===== src/rtl/pipe_hazard_ctrl_if.sv =====
// Hazard-control bundle between the P7 pipeline datapath (master) and the
// stall/flush scheduler (slave).
interface pipe_hazard_ctrl_if #(
  parameter int CNT_W = 4
);
  logic [4:0]       rs_D;
  logic [4:0]       rt_D;
  logic             use_rs_D;
  logic             use_rt_D;
  logic [1:0]       Tuse_rs_D;
  logic [1:0]       Tuse_rt_D;
  logic             RegWrite_E;
  logic [4:0]       Dst_E;
  logic [1:0]       Tnew_E;
  logic             RegWrite_M;
  logic [4:0]       Dst_M;
  logic [1:0]       Tnew_M;
  logic             md_use_D;
  logic             md_start_E;
  logic             md_div_E;
  logic             eret_D;
  logic             mtc0_epc_E;
  logic             mtc0_epc_M;
  logic             Req;
  logic             stall_F;
  logic             stall_D;
  logic             bubble_E;
  logic             flush_all;
  logic             md_busy;
  logic [CNT_W-1:0] md_cnt;
  logic [15:0]      stall_cycles;

  modport master (
    output rs_D, rt_D, use_rs_D, use_rt_D, Tuse_rs_D, Tuse_rt_D,
           RegWrite_E, Dst_E, Tnew_E, RegWrite_M, Dst_M, Tnew_M,
           md_use_D, md_start_E, md_div_E, eret_D, mtc0_epc_E, mtc0_epc_M, Req,
    input  stall_F, stall_D, bubble_E, flush_all, md_busy, md_cnt, stall_cycles
  );

  modport slave (
    input  rs_D, rt_D, use_rs_D, use_rt_D, Tuse_rs_D, Tuse_rt_D,
           RegWrite_E, Dst_E, Tnew_E, RegWrite_M, Dst_M, Tnew_M,
           md_use_D, md_start_E, md_div_E, eret_D, mtc0_epc_E, mtc0_epc_M, Req,
    output stall_F, stall_D, bubble_E, flush_all, md_busy, md_cnt, stall_cycles
  );
endinterface


===== src/rtl/pipe_hazard_ctrl.sv =====
// Stall/flush scheduler for the 5-stage P7 pipeline: GPR Tuse/Tnew interlock,
// MDU busy countdown, eret-vs-mtc0(EPC) interlock and exception flush.
module pipe_hazard_ctrl #(
  parameter int MULT_LAT = 5,
  parameter int DIV_LAT  = 10,
  parameter int CNT_W    = 4
) (
  input  logic              clk,
  input  logic              reset,
  pipe_hazard_ctrl_if.slave hz
);

  logic [CNT_W-1:0] md_cnt;
  logic [15:0]      stall_cycles;
  logic             md_busy_raw;
  logic             stall_rs;
  logic             stall_rt;
  logic             stall_md;
  logic             stall_eret;
  logic             stall;

  // A source stalls only if a producer in E or M will not have its value
  // ready by the time the D instruction needs it; $0 is never a real producer.
  function automatic logic gpr_hazard(
    input logic       use_src,
    input logic [4:0] src,
    input logic [1:0] tuse,
    input logic       we_e,
    input logic [4:0] dst_e,
    input logic [1:0] tnew_e,
    input logic       we_m,
    input logic [4:0] dst_m,
    input logic [1:0] tnew_m
  );
    logic hit_e;
    logic hit_m;
    hit_e = we_e && (dst_e == src) && (tnew_e > tuse);
    hit_m = we_m && (dst_m == src) && (tnew_m > tuse);
    return use_src && (src != 5'd0) && (hit_e || hit_m);
  endfunction

  function automatic logic [15:0] sat_inc16(input logic [15:0] v);
    return (v == 16'hFFFF) ? v : v + 16'd1;
  endfunction

  always_comb begin
    stall_rs    = gpr_hazard(hz.use_rs_D, hz.rs_D, hz.Tuse_rs_D,
                             hz.RegWrite_E, hz.Dst_E, hz.Tnew_E,
                             hz.RegWrite_M, hz.Dst_M, hz.Tnew_M);
    stall_rt    = gpr_hazard(hz.use_rt_D, hz.rt_D, hz.Tuse_rt_D,
                             hz.RegWrite_E, hz.Dst_E, hz.Tnew_E,
                             hz.RegWrite_M, hz.Dst_M, hz.Tnew_M);
    md_busy_raw = (md_cnt != '0) || (hz.md_start_E && !hz.Req);
    stall_md    = hz.md_use_D && md_busy_raw;
    stall_eret  = hz.eret_D && (hz.mtc0_epc_E || hz.mtc0_epc_M);
    stall       = (stall_rs || stall_rt || stall_md || stall_eret) && !hz.Req && !reset;
  end

  // Reset looks like a flush to the pipeline registers; Req overrides stalls.
  assign hz.stall_F      = stall;
  assign hz.stall_D      = stall;
  assign hz.bubble_E     = stall || reset;
  assign hz.flush_all    = hz.Req || reset;
  assign hz.md_busy      = md_busy_raw && !reset;
  assign hz.md_cnt       = md_cnt;
  assign hz.stall_cycles = stall_cycles;

  // A same-cycle start is dropped on Req, but an in-flight countdown keeps running.
  always_ff @(posedge clk) begin
    if (reset) begin
      md_cnt       <= '0;
      stall_cycles <= '0;
    end else begin
      if (hz.md_start_E && !hz.Req)
        md_cnt <= hz.md_div_E ? CNT_W'(DIV_LAT) : CNT_W'(MULT_LAT);
      else if (md_cnt != '0)
        md_cnt <= md_cnt - 1'b1;
      if (stall)
        stall_cycles <= sat_inc16(stall_cycles);
    end
  end

endmodule


===== src/flat_wrapper.sv =====
// flat-port wrapper written by rule: the top's interface ports become plain ports
module pipe_hazard_ctrl_flat 
#(
  parameter int MULT_LAT = 5,
  parameter int DIV_LAT  = 10,
  parameter int CNT_W    = 4
)
  (clk, reset, hz_rs_D, hz_rt_D, hz_use_rs_D, hz_use_rt_D, hz_Tuse_rs_D, hz_Tuse_rt_D, hz_RegWrite_E, hz_Dst_E, hz_Tnew_E, hz_RegWrite_M, hz_Dst_M, hz_Tnew_M, hz_md_use_D, hz_md_start_E, hz_md_div_E, hz_eret_D, hz_mtc0_epc_E, hz_mtc0_epc_M, hz_Req, hz_stall_F, hz_stall_D, hz_bubble_E, hz_flush_all, hz_md_busy, hz_md_cnt, hz_stall_cycles);
  pipe_hazard_ctrl_if #(.CNT_W(CNT_W)) hz_i ();
  input  logic clk;
  input  logic reset;
  input wire logic [$bits(hz_i.rs_D)-1:0] hz_rs_D;
  input wire logic [$bits(hz_i.rt_D)-1:0] hz_rt_D;
  input wire logic [$bits(hz_i.use_rs_D)-1:0] hz_use_rs_D;
  input wire logic [$bits(hz_i.use_rt_D)-1:0] hz_use_rt_D;
  input wire logic [$bits(hz_i.Tuse_rs_D)-1:0] hz_Tuse_rs_D;
  input wire logic [$bits(hz_i.Tuse_rt_D)-1:0] hz_Tuse_rt_D;
  input wire logic [$bits(hz_i.RegWrite_E)-1:0] hz_RegWrite_E;
  input wire logic [$bits(hz_i.Dst_E)-1:0] hz_Dst_E;
  input wire logic [$bits(hz_i.Tnew_E)-1:0] hz_Tnew_E;
  input wire logic [$bits(hz_i.RegWrite_M)-1:0] hz_RegWrite_M;
  input wire logic [$bits(hz_i.Dst_M)-1:0] hz_Dst_M;
  input wire logic [$bits(hz_i.Tnew_M)-1:0] hz_Tnew_M;
  input wire logic [$bits(hz_i.md_use_D)-1:0] hz_md_use_D;
  input wire logic [$bits(hz_i.md_start_E)-1:0] hz_md_start_E;
  input wire logic [$bits(hz_i.md_div_E)-1:0] hz_md_div_E;
  input wire logic [$bits(hz_i.eret_D)-1:0] hz_eret_D;
  input wire logic [$bits(hz_i.mtc0_epc_E)-1:0] hz_mtc0_epc_E;
  input wire logic [$bits(hz_i.mtc0_epc_M)-1:0] hz_mtc0_epc_M;
  input wire logic [$bits(hz_i.Req)-1:0] hz_Req;
  output wire logic [$bits(hz_i.stall_F)-1:0] hz_stall_F;
  output wire logic [$bits(hz_i.stall_D)-1:0] hz_stall_D;
  output wire logic [$bits(hz_i.bubble_E)-1:0] hz_bubble_E;
  output wire logic [$bits(hz_i.flush_all)-1:0] hz_flush_all;
  output wire logic [$bits(hz_i.md_busy)-1:0] hz_md_busy;
  output wire logic [$bits(hz_i.md_cnt)-1:0] hz_md_cnt;
  output wire logic [$bits(hz_i.stall_cycles)-1:0] hz_stall_cycles;
  assign hz_i.rs_D = hz_rs_D;
  assign hz_i.rt_D = hz_rt_D;
  assign hz_i.use_rs_D = hz_use_rs_D;
  assign hz_i.use_rt_D = hz_use_rt_D;
  assign hz_i.Tuse_rs_D = hz_Tuse_rs_D;
  assign hz_i.Tuse_rt_D = hz_Tuse_rt_D;
  assign hz_i.RegWrite_E = hz_RegWrite_E;
  assign hz_i.Dst_E = hz_Dst_E;
  assign hz_i.Tnew_E = hz_Tnew_E;
  assign hz_i.RegWrite_M = hz_RegWrite_M;
  assign hz_i.Dst_M = hz_Dst_M;
  assign hz_i.Tnew_M = hz_Tnew_M;
  assign hz_i.md_use_D = hz_md_use_D;
  assign hz_i.md_start_E = hz_md_start_E;
  assign hz_i.md_div_E = hz_md_div_E;
  assign hz_i.eret_D = hz_eret_D;
  assign hz_i.mtc0_epc_E = hz_mtc0_epc_E;
  assign hz_i.mtc0_epc_M = hz_mtc0_epc_M;
  assign hz_i.Req = hz_Req;
  assign hz_stall_F = hz_i.stall_F;
  assign hz_stall_D = hz_i.stall_D;
  assign hz_bubble_E = hz_i.bubble_E;
  assign hz_flush_all = hz_i.flush_all;
  assign hz_md_busy = hz_i.md_busy;
  assign hz_md_cnt = hz_i.md_cnt;
  assign hz_stall_cycles = hz_i.stall_cycles;
  pipe_hazard_ctrl #(.MULT_LAT(MULT_LAT), .DIV_LAT(DIV_LAT), .CNT_W(CNT_W)) u_core (.clk(clk), .reset(reset), .hz(hz_i));
endmodule

===== config.mk =====
export PLATFORM = sky130hd
export DESIGN_NAME = pipe_hazard_ctrl_flat
export DESIGN_NICKNAME = d
export VERILOG_FILES = /design/src/rtl/pipe_hazard_ctrl_if.sv /design/src/rtl/pipe_hazard_ctrl.sv /design/src/flat_wrapper.sv
export SDC_FILE = /design/constraint.sdc
export NUM_CORES = 1
export LEC_CHECK = 0
export ABC_AREA = 1
export BUFFER_PORTS_ARGS = -buffer_cell sky130_fd_sc_hd__buf_2
export CORE_MARGIN = 4
export CORE_UTILIZATION = 30
export DETAILED_ROUTE_END_ITERATION = 8
export SLEW_MARGIN = 25
export SYNTH_ARGS = -nofsm -noshare
export SYNTH_HDL_FRONTEND = slang
export SYNTH_SLANG_ARGS = --single-unit

===== constraint.sdc =====
create_clock -name clk -period 4.05 [get_ports clk]
set_input_delay 0.81 -clock clk [delete_from_list [all_inputs] [get_ports clk]]
set_output_delay 0.81 -clock clk [all_outputs]
set_load 0.005 [all_outputs]

== After elaboration in Yosys (flattened, before gate mapping) ==
Index checks and enable logic that the tools add are counted.
W data, S select, Z words.

* $lt $le $gt $ge: 4
* Muxes and demuxes: 3
* Add/subtract/negate cells: 2
* Bitwise operators: 1
* Eq/ne operators: 5
* Reduce and logical (&&, ||, !) cells: 34

{| class="wikitable"
|+ Operators with widths
! operator !! count
|-
| $eq A5 B5 Y1 || 4
|-
| $logic_and A1 B1 Y1 || 18
|-
| $add A16 B1 Y16 const B || 1
|-
| $eq A16 B16 Y1 const B || 1
|-
| $mux W4 || 3
|-
| $reduce_bool A5 Y1 || 2
|-
| $logic_or A1 B1 Y1 || 9
|-
| $gt A2 B2 Y1 || 4
|-
| $reduce_bool A4 Y1 || 1
|-
| $sub A4 B1 Y4 const B || 1
|-
| $logic_not A1 Y1 || 2
|-
| $reduce_and A2 Y1 || 1
|-
| $reduce_bool A2 Y1 || 1
|-
| $not A1 Y1 || 1
|}

* Bits of input ports: 41
* Register bits after elaboration: 20
* Output and inout port bits: 25
* Word-level logic and storage cells: 51

== Logic depth before layout (Yosys ltp) ==
Gate-level depths: netlist of the first run.

* Depth after elaboration: 11
* Mapped depth: 15

== Worst setup path before layout of the first run ==
No wires, ideal clock.

* Path type: input -> output
* Start: input port hz_Tuse_rt_D[1]
* End: output port hz_stall_F
* Setup slack: 1086 ps
* Cell stages on the path: 13
* Arrival time: 2154 ps
* Data required time: 3240 ps
* Cell sequence: inv_1 ha_1 a21boi_0 nand2_1 nor2_1 nand2_1 nand2_1 nand2_1 nand3_4 buf_2 nand2_1 inv_1 buf_4

* Longest elaborated chain between the ends: 9

{| class="wikitable"
|+ RTL lines
! what !! line !! source
|-
| from (decl) || flat_wrapper.sv:17 || <nowiki>input wire logic [$bits(hz_i.Tuse_rt_D)-1:0] hz_Tuse_rt_D;</nowiki>
|-
| $gt A2 B2 Y1 (on tied branches) || pipe_hazard_ctrl.sv:37, pipe_hazard_ctrl.sv:38 ||
|-
| $logic_and A1 B1 Y1 (on tied branches) || pipe_hazard_ctrl.sv:37, pipe_hazard_ctrl.sv:38 ||
|-
| $logic_or A1 B1 Y1 * || pipe_hazard_ctrl.sv:39 || <nowiki>return use_src && (src != 5'd0) && (hit_e || hit_m);</nowiki>
|-
| $logic_and A1 B1 Y1 * || pipe_hazard_ctrl.sv:39 ||
|-
| $logic_or A1 B1 Y1 * (3 in series) || pipe_hazard_ctrl.sv:56 || <nowiki>stall = (stall_rs || stall_rt || stall_md || stall_eret) && !hz.Req && !reset;</nowiki>
|-
| $logic_and A1 B1 Y1 * (2 in series) || pipe_hazard_ctrl.sv:56 ||
|-
| to (decl) || flat_wrapper.sv:31 || <nowiki>output wire logic [$bits(hz_i.stall_F)-1:0] hz_stall_F;</nowiki>
|}

Every way passes the cells marked *; elsewhere a longest branch is shown, timed or not.

== Worst setup path after layout of the first run ==
* Start: input port hz_Tuse_rt_D[1]
* End: output port hz_stall_D

* Longest elaborated chain between the ends: 9

{| class="wikitable"
|+ RTL lines
! what !! line !! source
|-
| $gt A2 B2 Y1 (on tied branches) || pipe_hazard_ctrl.sv:37, pipe_hazard_ctrl.sv:38 ||
|-
| $logic_and A1 B1 Y1 (on tied branches) || pipe_hazard_ctrl.sv:37, pipe_hazard_ctrl.sv:38 ||
|-
| $logic_or A1 B1 Y1 * || pipe_hazard_ctrl.sv:39 ||
|-
| $logic_and A1 B1 Y1 * || pipe_hazard_ctrl.sv:39 ||
|-
| $logic_or A1 B1 Y1 * (3 in series) || pipe_hazard_ctrl.sv:56 ||
|-
| $logic_and A1 B1 Y1 * (2 in series) || pipe_hazard_ctrl.sv:56 ||
|-
| to (decl) || flat_wrapper.sv:32 || <nowiki>output wire logic [$bits(hz_i.stall_D)-1:0] hz_stall_D;</nowiki>
|}

Marked as above.

==> run summary, run 1 <==
CP Class -> in -> out
CTS clk-pin slew, worst paths -> 80 ps
# port buffers -> 65
Flop2flop setup slack -> 2150 ps
Clock Latency Late Sink -> 260 ps
Largest net degree at the start of global routing -> 20
Sw power -> 0.2354 mW
Setup bufs post-CTS -> 0
CP startpoint kind -> input port
Starting Density -> 31.12%
Internal -> 0.4566 mW
Die ar. -> 7539 um^2
Switching share of power -> 34.01%
Crit path to -> hz_stall_D
Crit path from -> hz_Tuse_rt_D[1]
Core box area -> 5991 um^2
Slew @ Worst Pin -> 383.6 ps
Max_slew headroom -> 74.23%
FF-to-FF End -> u_core.hz.stall_cycles[1]
Area share of the leading cell type in the synthesized netlist -> 21.48%
Fin cells -> 427
Final antenna diode count -> 0
P_leak -> 1.172 nW
Clock share of power -> 29.5%
Sequential Power Share -> 34.8%
Die width -> 86.83 um
Io pins -> 66
CTS root buf -> clkbuf_8
Worst hold path type -> reg -> reg
Clock tree buffer depth -> 2
Clk_skew -> 6.873 ps
CTS Sinks -> 20
Setup violators final -> 0
Sequential area share after synthesis -> 21.48%
F_max -> 0.3298 GHz
Maxcap violations -> 0
Placer Congestion -> 0.9203
Residual DRC -> 0
1st-pass router iterations -> 4
Area Overhead vs Synth -> 24.36%
Library cells used by synthesis -> 32
Syn Inst Count -> 289
Vias in the first global route -> 1833
Cells after DPL -> 423
FFs w/ async S/R, synth -> 0%
FF-to-FF path depth -> 10
Post-CTS Hold Buffers -> 0
Cell taking the most area after synthesis -> dfxtp_1
Final antenna-violating net count -> 0
Die Ht -> 86.83 um
CP Max Fanout -> 19
GRT Overall Usage -> 13.41%
Area contributors post-synth -> dfxtp_1 (21%), nand2_1 (16%), xor2_1 (8.0%)
Sum of negative setup slack -> 0 ps
CTS Buf Count -> 3
Post-synth top cells -> nand2_1 (79), inv_1 (39), nor2_1 (31)
Fraction of layout instances using a drive strength above 1 -> 26.70%
CTS tree -> done
1st-iter DRT viols -> 103
Drt wl/cell -> 11.31 um
Initial antenna violation count -> 0
Via count -> 1933
H-tree depth -> 1
Pwr per Cell Area -> 298.5 nW/um^2
Total chip power -> 0.6920 mW
Number of synthesized flops with an enable pin -> 0
Synth Cell Area -> 1864 um^2
Critical path data required time -> 3240 ps
Count leader, synth -> nand2_1
Drt total wl -> 4.830 mm
Minimum clock period -> 3033 ps
Hold Slack -> 492.7 ps
Final core occ -> 38.70%
Maximum vdd ir drop -> 0.2482 mV
Yosys reg bits -> 20
Cts repair resizes -> 0
Fin nets -> 405
Detail Placement HPWL -> 4.003 mm
Final hold vios -> 0
Reg2reg start -> u_core.hz.stall_cycles[0]
Status -> completed
Main synth FF type -> dfxtp_1
Tcrit/Tclk final -> 74.88%
Syn_nets -> 341
Fin. max-slew vios -> 0
WP data arrival -> 2220 ps
First-pass GRT wire length -> 8.224 mm
Unrepaired setup endpoints after global routing -> no
Num rows -> 28
Via density -> 4.527
Logic pwr share -> 35.7%
Crit end category -> output port
GRT overflow -> 0
Yosys warns -> 0
Avg Inst Size Synth -> 6.451 um^2
-- per-layer routing --
metal | global-route usage, % | part of all wire (%)
met1 | 18.29 | 48
met2 | 21.88 | 47
met3 | 1.806 | 3.7
met4 | 3.966 | 1.2
met5 | 0 | 0
-- power by group through the flow --
stage / logic (mW) / registers, mW / clock network, mW
6_report: 0.247 / 0.241 / 0.204
5_1_grt: 0.287 / 0.246 / 0.220
4_1_cts: 0.250 / 0.241 / 0.212
3_5_place_dp: 0.249 / 0.245 / 0
3_3_place_gp: 0.243 / 0.246 / 0
2_1_floorplan: 0.164 / 0.242 / 0
-- worst min path at each step --
stage                                from                    endpoint  depth (start not counted)
6_report       u_core.hz.stall_cycles[15]  u_core.hz.stall_cycles[15]                          2
5_1_grt        u_core.hz.stall_cycles[15]  u_core.hz.stall_cycles[15]                          2
4_1_cts        u_core.hz.stall_cycles[15]  u_core.hz.stall_cycles[15]                          2
3_5_place_dp   u_core.hz.stall_cycles[15]  u_core.hz.stall_cycles[15]                          2
3_3_place_gp   u_core.hz.stall_cycles[15]  u_core.hz.stall_cycles[15]                          2
2_1_floorplan  u_core.hz.stall_cycles[15]  u_core.hz.stall_cycles[15]                          2
-- sequential cells by signal, indices dropped and copies added (netlist names) --
name and flops:
u_core.hz.md_cnt 4, u_core.hz.stall_cycles 16
-- placed cells by master (no fill, tap or decap), types with 2 or more instances in the layout --
cell | synthesis | routed
nand2_1 | 79 | 79
o21ai_0 | 7 | 7
nand4_1 | 14 | 14
nand2_2 | 2 | 2
xor2_1 | 17 | 17
a21oi_2 | 9 | 9
clkbuf_8 | 0 | 3
nor2_1 | 31 | 31
nand3_4 | 2 | 2
dfxtp_1 | 20 | 20
buf_2 | 2 | 65
nand3_1 | 12 | 12
ha_1 | 11 | 11
nor3_1 | 4 | 4
o21bai_1 | 3 | 3
inv_1 | 39 | 39
xnor2_1 | 8 | 8
a21oi_1 | 8 | 8
inv_2 | 5 | 5
-- logic make-up (layout without fill, tap and decap cells) --
family / Yosys count / in the layout / synth area share [%]
xor gates and xnor gates: 25 / 25 / 11.74
DFF: 20 / 20 / 21.48
adders and majority gates: 11 / 11 / 7.382
and+or+nand+nor: 150 / 150 / 36.85
AOI/OAI and AO/OA: 31 / 31 / 11.14
buffers and inverters: 52 / 115 / 11.41
-- area by class of cell --
class                   count  area, um^2
clock buffers               3       41.29
clock inverters             1       30.03
fillers                   654        3672
inverters                  45       168.9
multi-input cells         217        1251
flip-flops and latches     20       400.4
well taps                  75       93.84
repair buffers             66       332.8
-- critical path, stage by stage --
cell,delay (ps)
buf_2,80
inv_1,50
ha_1,280
a21boi_0,170
nand2_1,70
nor2_1,100
nand2_1,50
nand2_1,60
nand2_1,80
nand3_4,220
nand2_1,80
inv_1,70
buf_2,110
-- stage by stage --
stage / worst slack, ps / instance area [um^2]
after CTS: 996.0 / 2318
after floorplan: 1086 / 1864
after detailed placement: 994.8 / 2247
final: 1017 / 2318
after global placement: 1008 / 2247
after global routing: 787.3 / 2318
Power figures use the tool's default switching activity.
==> run 2, diff against run 1 <==
==> constraint.sdc (replaced) <==
create_clock -name clk -period 2.5 [get_ports clk]
set_input_delay 0.5 -clock clk [delete_from_list [all_inputs] [get_ports clk]]
set_output_delay 0.5 -clock clk [all_outputs]
set_load 0.005 [all_outputs]
==> run summary, run 2 (synthesized netlist as in run 1, its figures left out) <==
Status -> completed
WP data arrival -> 1820 ps
Cts repair resizes -> 0
CP top delay family -> simple AND/OR/NAND/NOR gates
Flop2flop setup slack -> 590 ps
Clock Latency Late Sink -> 260 ps
Vias in the first global route -> 1812
CP Max Fanout -> 4
Tcrit/Tclk final -> 92.73%
Starting Density -> 31.12%
Hold Path Depth -> 2
Crit path max-delay cell type -> ha_1
Slew @ Worst Pin -> 582.4 ps
Die width -> 86.83 um
# fillers -> 632
Largest net degree at the start of global routing -> 17
Worst hold path type -> reg -> reg
1st-iter DRT viols -> 55
Setup violators final -> 0
1st-pass router iterations -> 5
# port buffers -> 65
Core box area -> 5991 um^2
Pwr per Cell Area -> 439.1 nW/um^2
CTS Buf Count -> 3
Max reg flops -> 16
H-tree depth -> 1
Area Overhead vs Synth -> 23.96%
Critical path's largest stage delay -> 290 ps
Sum of negative setup slack -> 0 ps
Crit end category -> output port
Detail Placement HPWL -> 4.127 mm
Clock tree buffer depth -> 2
Maximum vdd ir drop -> 0.3664 mV
Total chip power -> 1.015 mW
Critical path buffers and inverters -> 3
CP startpoint kind -> input port
CTS Sinks -> 20
FF-to-FF End -> u_core.hz.stall_cycles[0]
Most flop-heavy register -> u_core.hz.stall_cycles
Final hold vios -> 0
Hold Slack -> 485.0 ps
GRT overflow -> 0
Via count -> 1957
Num rows -> 28
First-pass GRT wire length -> 8.121 mm
Minimum clock period -> 2318 ps
Max_slew headroom -> 61.03%
Crit path from -> hz_Tnew_E[1]
Die ar. -> 7539 um^2
Hold Startpoint -> u_core.hz.stall_cycles[15]
CTS root buf -> clkbuf_8
Critical path data required time -> 2000 ps
Regs by FF count -> u_core.hz.stall_cycles x16, u_core.hz.md_cnt x4
Clk_skew -> 2.537 ps
WHS Endpoint -> u_core.hz.stall_cycles[15]
Residual DRC -> 0
Via density -> 4.562
Maxcap violations -> 0
Commonest cells after routing, fill and taps aside -> nand2_1 (79), buf_2 (65), inv_1 (39), nor2_1 (31), dfxtp_1 (20)
Reg2reg start -> u_core.hz.stall_cycles[0]
Fin. max-slew vios -> 0
F_max -> 0.4314 GHz
CP Class -> in -> out
Placer Congestion -> 0.9228
CTS clk-pin slew, worst paths -> 70 ps
Drt wl/cell -> 11.52 um
Final antenna diode count -> 0
CP Cell Sequence -> buf_2 -> ha_1 -> a21boi_0 -> nand2_1 -> nor2_1 -> nand2_1 -> nand2_1 -> nand2_1 -> nand3_4 -> nand2_1 -> inv_1 -> buf_2
CTS tree -> done
Initial antenna violation count -> 0
Unrepaired setup endpoints after global routing -> no
Fraction of layout instances using a drive strength above 1 -> 27.12%
Drt total wl -> 4.944 mm
FF-to-FF path depth -> 10
Post-CTS Hold Buffers -> 0
Commonest non-fill, non-tap cell in the layout -> nand2_1
Crit-path most repeated cell -> nand2_1
Io pins -> 66
Die Ht -> 86.83 um
P_leak -> 1.172 nW
Final antenna-violating net count -> 0
Setup bufs post-CTS -> 0
GRT Overall Usage -> 13.21%
Fin nets -> 408
==> run 2: worst max-delay path by stage <==
stage,slack [ps],cells after the start,end
after detailed placement,140,14,hz_stall_D
after global routing,20,14,hz_bubble_E
after CTS,130,14,hz_stall_D
after global placement,170,14,hz_stall_F
final,180,12,hz_stall_D
after floorplan,160,13,hz_stall_F
==> run 2: layer usage <==
metal,global-route usage [%],part of all wire [%],vias to the layer above
met3,2.186,5.5,6
met1,17.61,46,858
met4,4.533,1.5,0
met2,21.46,47,44
li1,-,-,1049
met5,0,0,-
==> run 2: area by class of cell <==
class	count	area, um^2	share of cell area, %
clock buffer	3	41.29	1.787
sequential	20	400.4	17.33
tap	75	93.84	4.061
multi-input combinational	217	1251	54.14
inverter	45	168.9	7.309
timing repair buffer	69	355.3	15.38
==> run 2: where the power goes <==
| group | internal, mW | total, mW | leakage [nW] | switching, mW |
|---|---|---|---|---|
| combinational | 0.184 | 0.410 | 0.988 | 0.226 |
| sequential | 0.353 | 0.391 | 0.162 | 0.0377 |
| clock | 0.107 | 0.214 | 0.0216 | 0.107 |
==> run 2: worst register-to-register path: stages, from the launching register on <==
cell	delay (ps)
dfxtp_1	420
ha_1	210
nand2_1	90
nor2_2	230
nand2_2	120
nor2_4	100
nand2_2	190
nand3_4	260
nand2_1	90
nand2_1	60
nor2_1	40
==> run 2: metrics by stage <==
step,cell area (um^2),std cells,util (%),worst slack (ps)
3_5_place_dp,2270,426,37.89,137.1
6_report,2311,429,38.58,181.8
3_3_place_gp,2270,426,37.89,170.3
2_1_floorplan,1864,289,-,156.1
4_1_cts,2311,429,38.58,133.3
5_1_grt,2311,429,38.58,15.88
==> run 3, diff against run 2 <==
--- a/config.mk
+++ b/config.mk
@@ -7,9 +7,11 @@
 export LEC_CHECK = 0
 export ABC_AREA = 1
 export BUFFER_PORTS_ARGS = -buffer_cell sky130_fd_sc_hd__buf_2
+export CAP_MARGIN = 10
 export CORE_MARGIN = 4
 export CORE_UTILIZATION = 30
 export DETAILED_ROUTE_END_ITERATION = 8
+export SETUP_SLACK_MARGIN = 0.5
 export SLEW_MARGIN = 25
 export SYNTH_ARGS = -nofsm -noshare
 export SYNTH_HDL_FRONTEND = slang
==> run summary, run 3 (synthesized netlist as in run 1, its figures left out) <==
Status -> completed
1st-iter DRT viols -> 89
# port buffers -> 65
Tcrit/Tclk final -> 88.17%
Commonest cells after routing, fill and taps aside -> nand2_1 (76), buf_2 (62), inv_1 (33), nor2_1 (31), dfxtp_1 (20)
Crit path to -> hz_stall_F
Max reg flops -> 16
Placed instance area -> 2357 um^2
Min setup slack post-route -> 295.7 ps
Slew @ Worst Pin -> 351.9 ps
Via density -> 4.517
Via count -> 1947
CTS root buf -> clkbuf_8
CTS tree -> done
Reg2reg start -> u_core.hz.stall_cycles[0]
Unrepaired setup endpoints after global routing -> yes
Post-CTS Hold Buffers -> 0
Most flop-heavy register -> u_core.hz.stall_cycles
Maximum vdd ir drop -> 0.3674 mV
Pre-CTS setup slack -> 214.1 ps
Critical path data required time -> 2000 ps
Fin cells -> 431
Hold Slack -> 494.5 ps
FF-to-FF End -> u_core.hz.stall_cycles[14]
Crit path from -> hz_Tuse_rs_D[1]
Io pins -> 66
Pwr per Cell Area -> 483.1 nW/um^2
First-pass GRT wire length -> 8.266 mm
Vias in the first global route -> 1834
Starting Density -> 31.12%
FF-to-FF path depth -> 9
GRT overflow -> 0
# fillers -> 634
Crit-path most repeated cell -> nand2_1
Num rows -> 28
Detail Placement HPWL -> 4.107 mm
CTS clk-pin slew, worst paths -> 80 ps
Setup violators final -> 0
Crit path max-delay cell type -> ha_4
CP Cell Sequence -> buf_6 -> inv_4 -> ha_4 -> inv_2 -> o21bai_1 -> nand2_1 -> nor2_1 -> nand2_1 -> nand2_1 -> nand2_2 -> nand3_4 -> nand2_2 -> inv_2 -> buf_2
CP Max Fanout -> 3
Crit end category -> output port
Fin nets -> 409
F_max -> 0.4537 GHz
Critical path's largest stage delay -> 260 ps
1st-pass router iterations -> 4
WP data arrival -> 1700 ps
CP Class -> in -> out
P_leak -> 1.199 nW
H-tree depth -> 1
CTS Sinks -> 20
Final antenna diode count -> 0
Placer Congestion -> 0.9097
Fraction of layout instances using a drive strength above 1 -> 31.46%
Commonest non-fill, non-tap cell in the layout -> nand2_1
Maxcap violations -> 0
Final hold vios -> 0
Initial antenna violation count -> 0
Regs by FF count -> u_core.hz.stall_cycles x16, u_core.hz.md_cnt x4
Clk_skew -> 2.042 ps
Final core occ -> 41.37%
Clock Latency Late Sink -> 260 ps
Largest net degree at the start of global routing -> 20
Final instance area -> 2479 um^2
Minimum clock period -> 2204 ps
Final antenna-violating net count -> 0
Core box area -> 5991 um^2
Drt total wl -> 5.012 mm
GRT Overall Usage -> 13.55%
Drt wl/cell -> 11.63 um
Total chip power -> 1.197 mW
CP startpoint kind -> input port
Flop2flop setup slack -> 610 ps
Clock tree buffer depth -> 2
Fin. max-slew vios -> 0
CTS Buf Count -> 3
Max_slew headroom -> 76.36%
Die ar. -> 7539 um^2
Worst hold path type -> reg -> reg
Area Overhead vs Synth -> 32.95%
Sum of negative setup slack -> 0 ps
Residual DRC -> 0
Die Ht -> 86.83 um
Cells after DPL -> 426
Die width -> 86.83 um
## run 3: cell count changes in the layout (fill, tap and decap cells not counted), sizes merged
cell / previous run / this run
buf: 69 / 70
bufinv: 0 / 1
## run 3: power by group
group | internal [mW] | leakage (nW) | total (mW) | switching [mW]
Sequential | 0.353 | 0.162 | 0.391 | 0.0386
Clock | 0.214 | 0.0357 | 0.329 | 0.115
Combinational | 0.218 | 1.00 | 0.478 | 0.259
## run 3: worst min path at each step
stage	start	endpoint	slack (ps)	depth (start not counted)
6_report	u_core.hz.stall_cycles[15]	u_core.hz.stall_cycles[15]	490	2
3_5_place_dp	u_core.hz.stall_cycles[15]	u_core.hz.stall_cycles[15]	480	2
4_1_cts	u_core.hz.stall_cycles[15]	u_core.hz.stall_cycles[15]	490	2
2_1_floorplan	u_core.hz.stall_cycles[15]	u_core.hz.stall_cycles[15]	470	2
3_3_place_gp	u_core.hz.stall_cycles[15]	u_core.hz.stall_cycles[15]	480	2
5_1_grt	u_core.hz.stall_cycles[15]	u_core.hz.stall_cycles[15]	520	2
## run 3: critical path: cells and delay by family
kind / cells / cell delay [ps]
AOI/OAI and AO/OA: 1 / 140
adders and majority gates: 1 / 260
buffers and inverters: 5 / 280
and+or+nand+nor: 7 / 520
## run 3: layer usage
| layer | global-route usage, % | routed length (um) |
|---|---|---|
| met1 | 19.46 | 2543 |
| met2 | 21.12 | 2270 |
| met3 | 1.996 | 148 |
| met4 | 3.399 | 50 |
| met5 | 0 | 0 |
## run 3: final cells by class
| type | instances | area (um^2) | share of cell area [%] |
|---|---|---|---|
| Timing Repair Buffer | 70 | 389.1 | 15.70 |
| Multi-Input combinational cell | 217 | 1338 | 53.96 |
| Clock buffer | 3 | 41.29 | 1.666 |
| Sequential cell | 20 | 400.4 | 16.15 |
| Tap cell | 75 | 93.84 | 3.786 |
| Inverter | 45 | 186.4 | 7.521 |
| Clock inverter | 1 | 30.03 | 1.212 |
## run 3: timing repair
item,in CTS,in global routing
buffers inserted,1,0
setup endpoints to repair,3,20
pin swaps,8,5
gates resized for setup,7,3
gates cloned,0,0
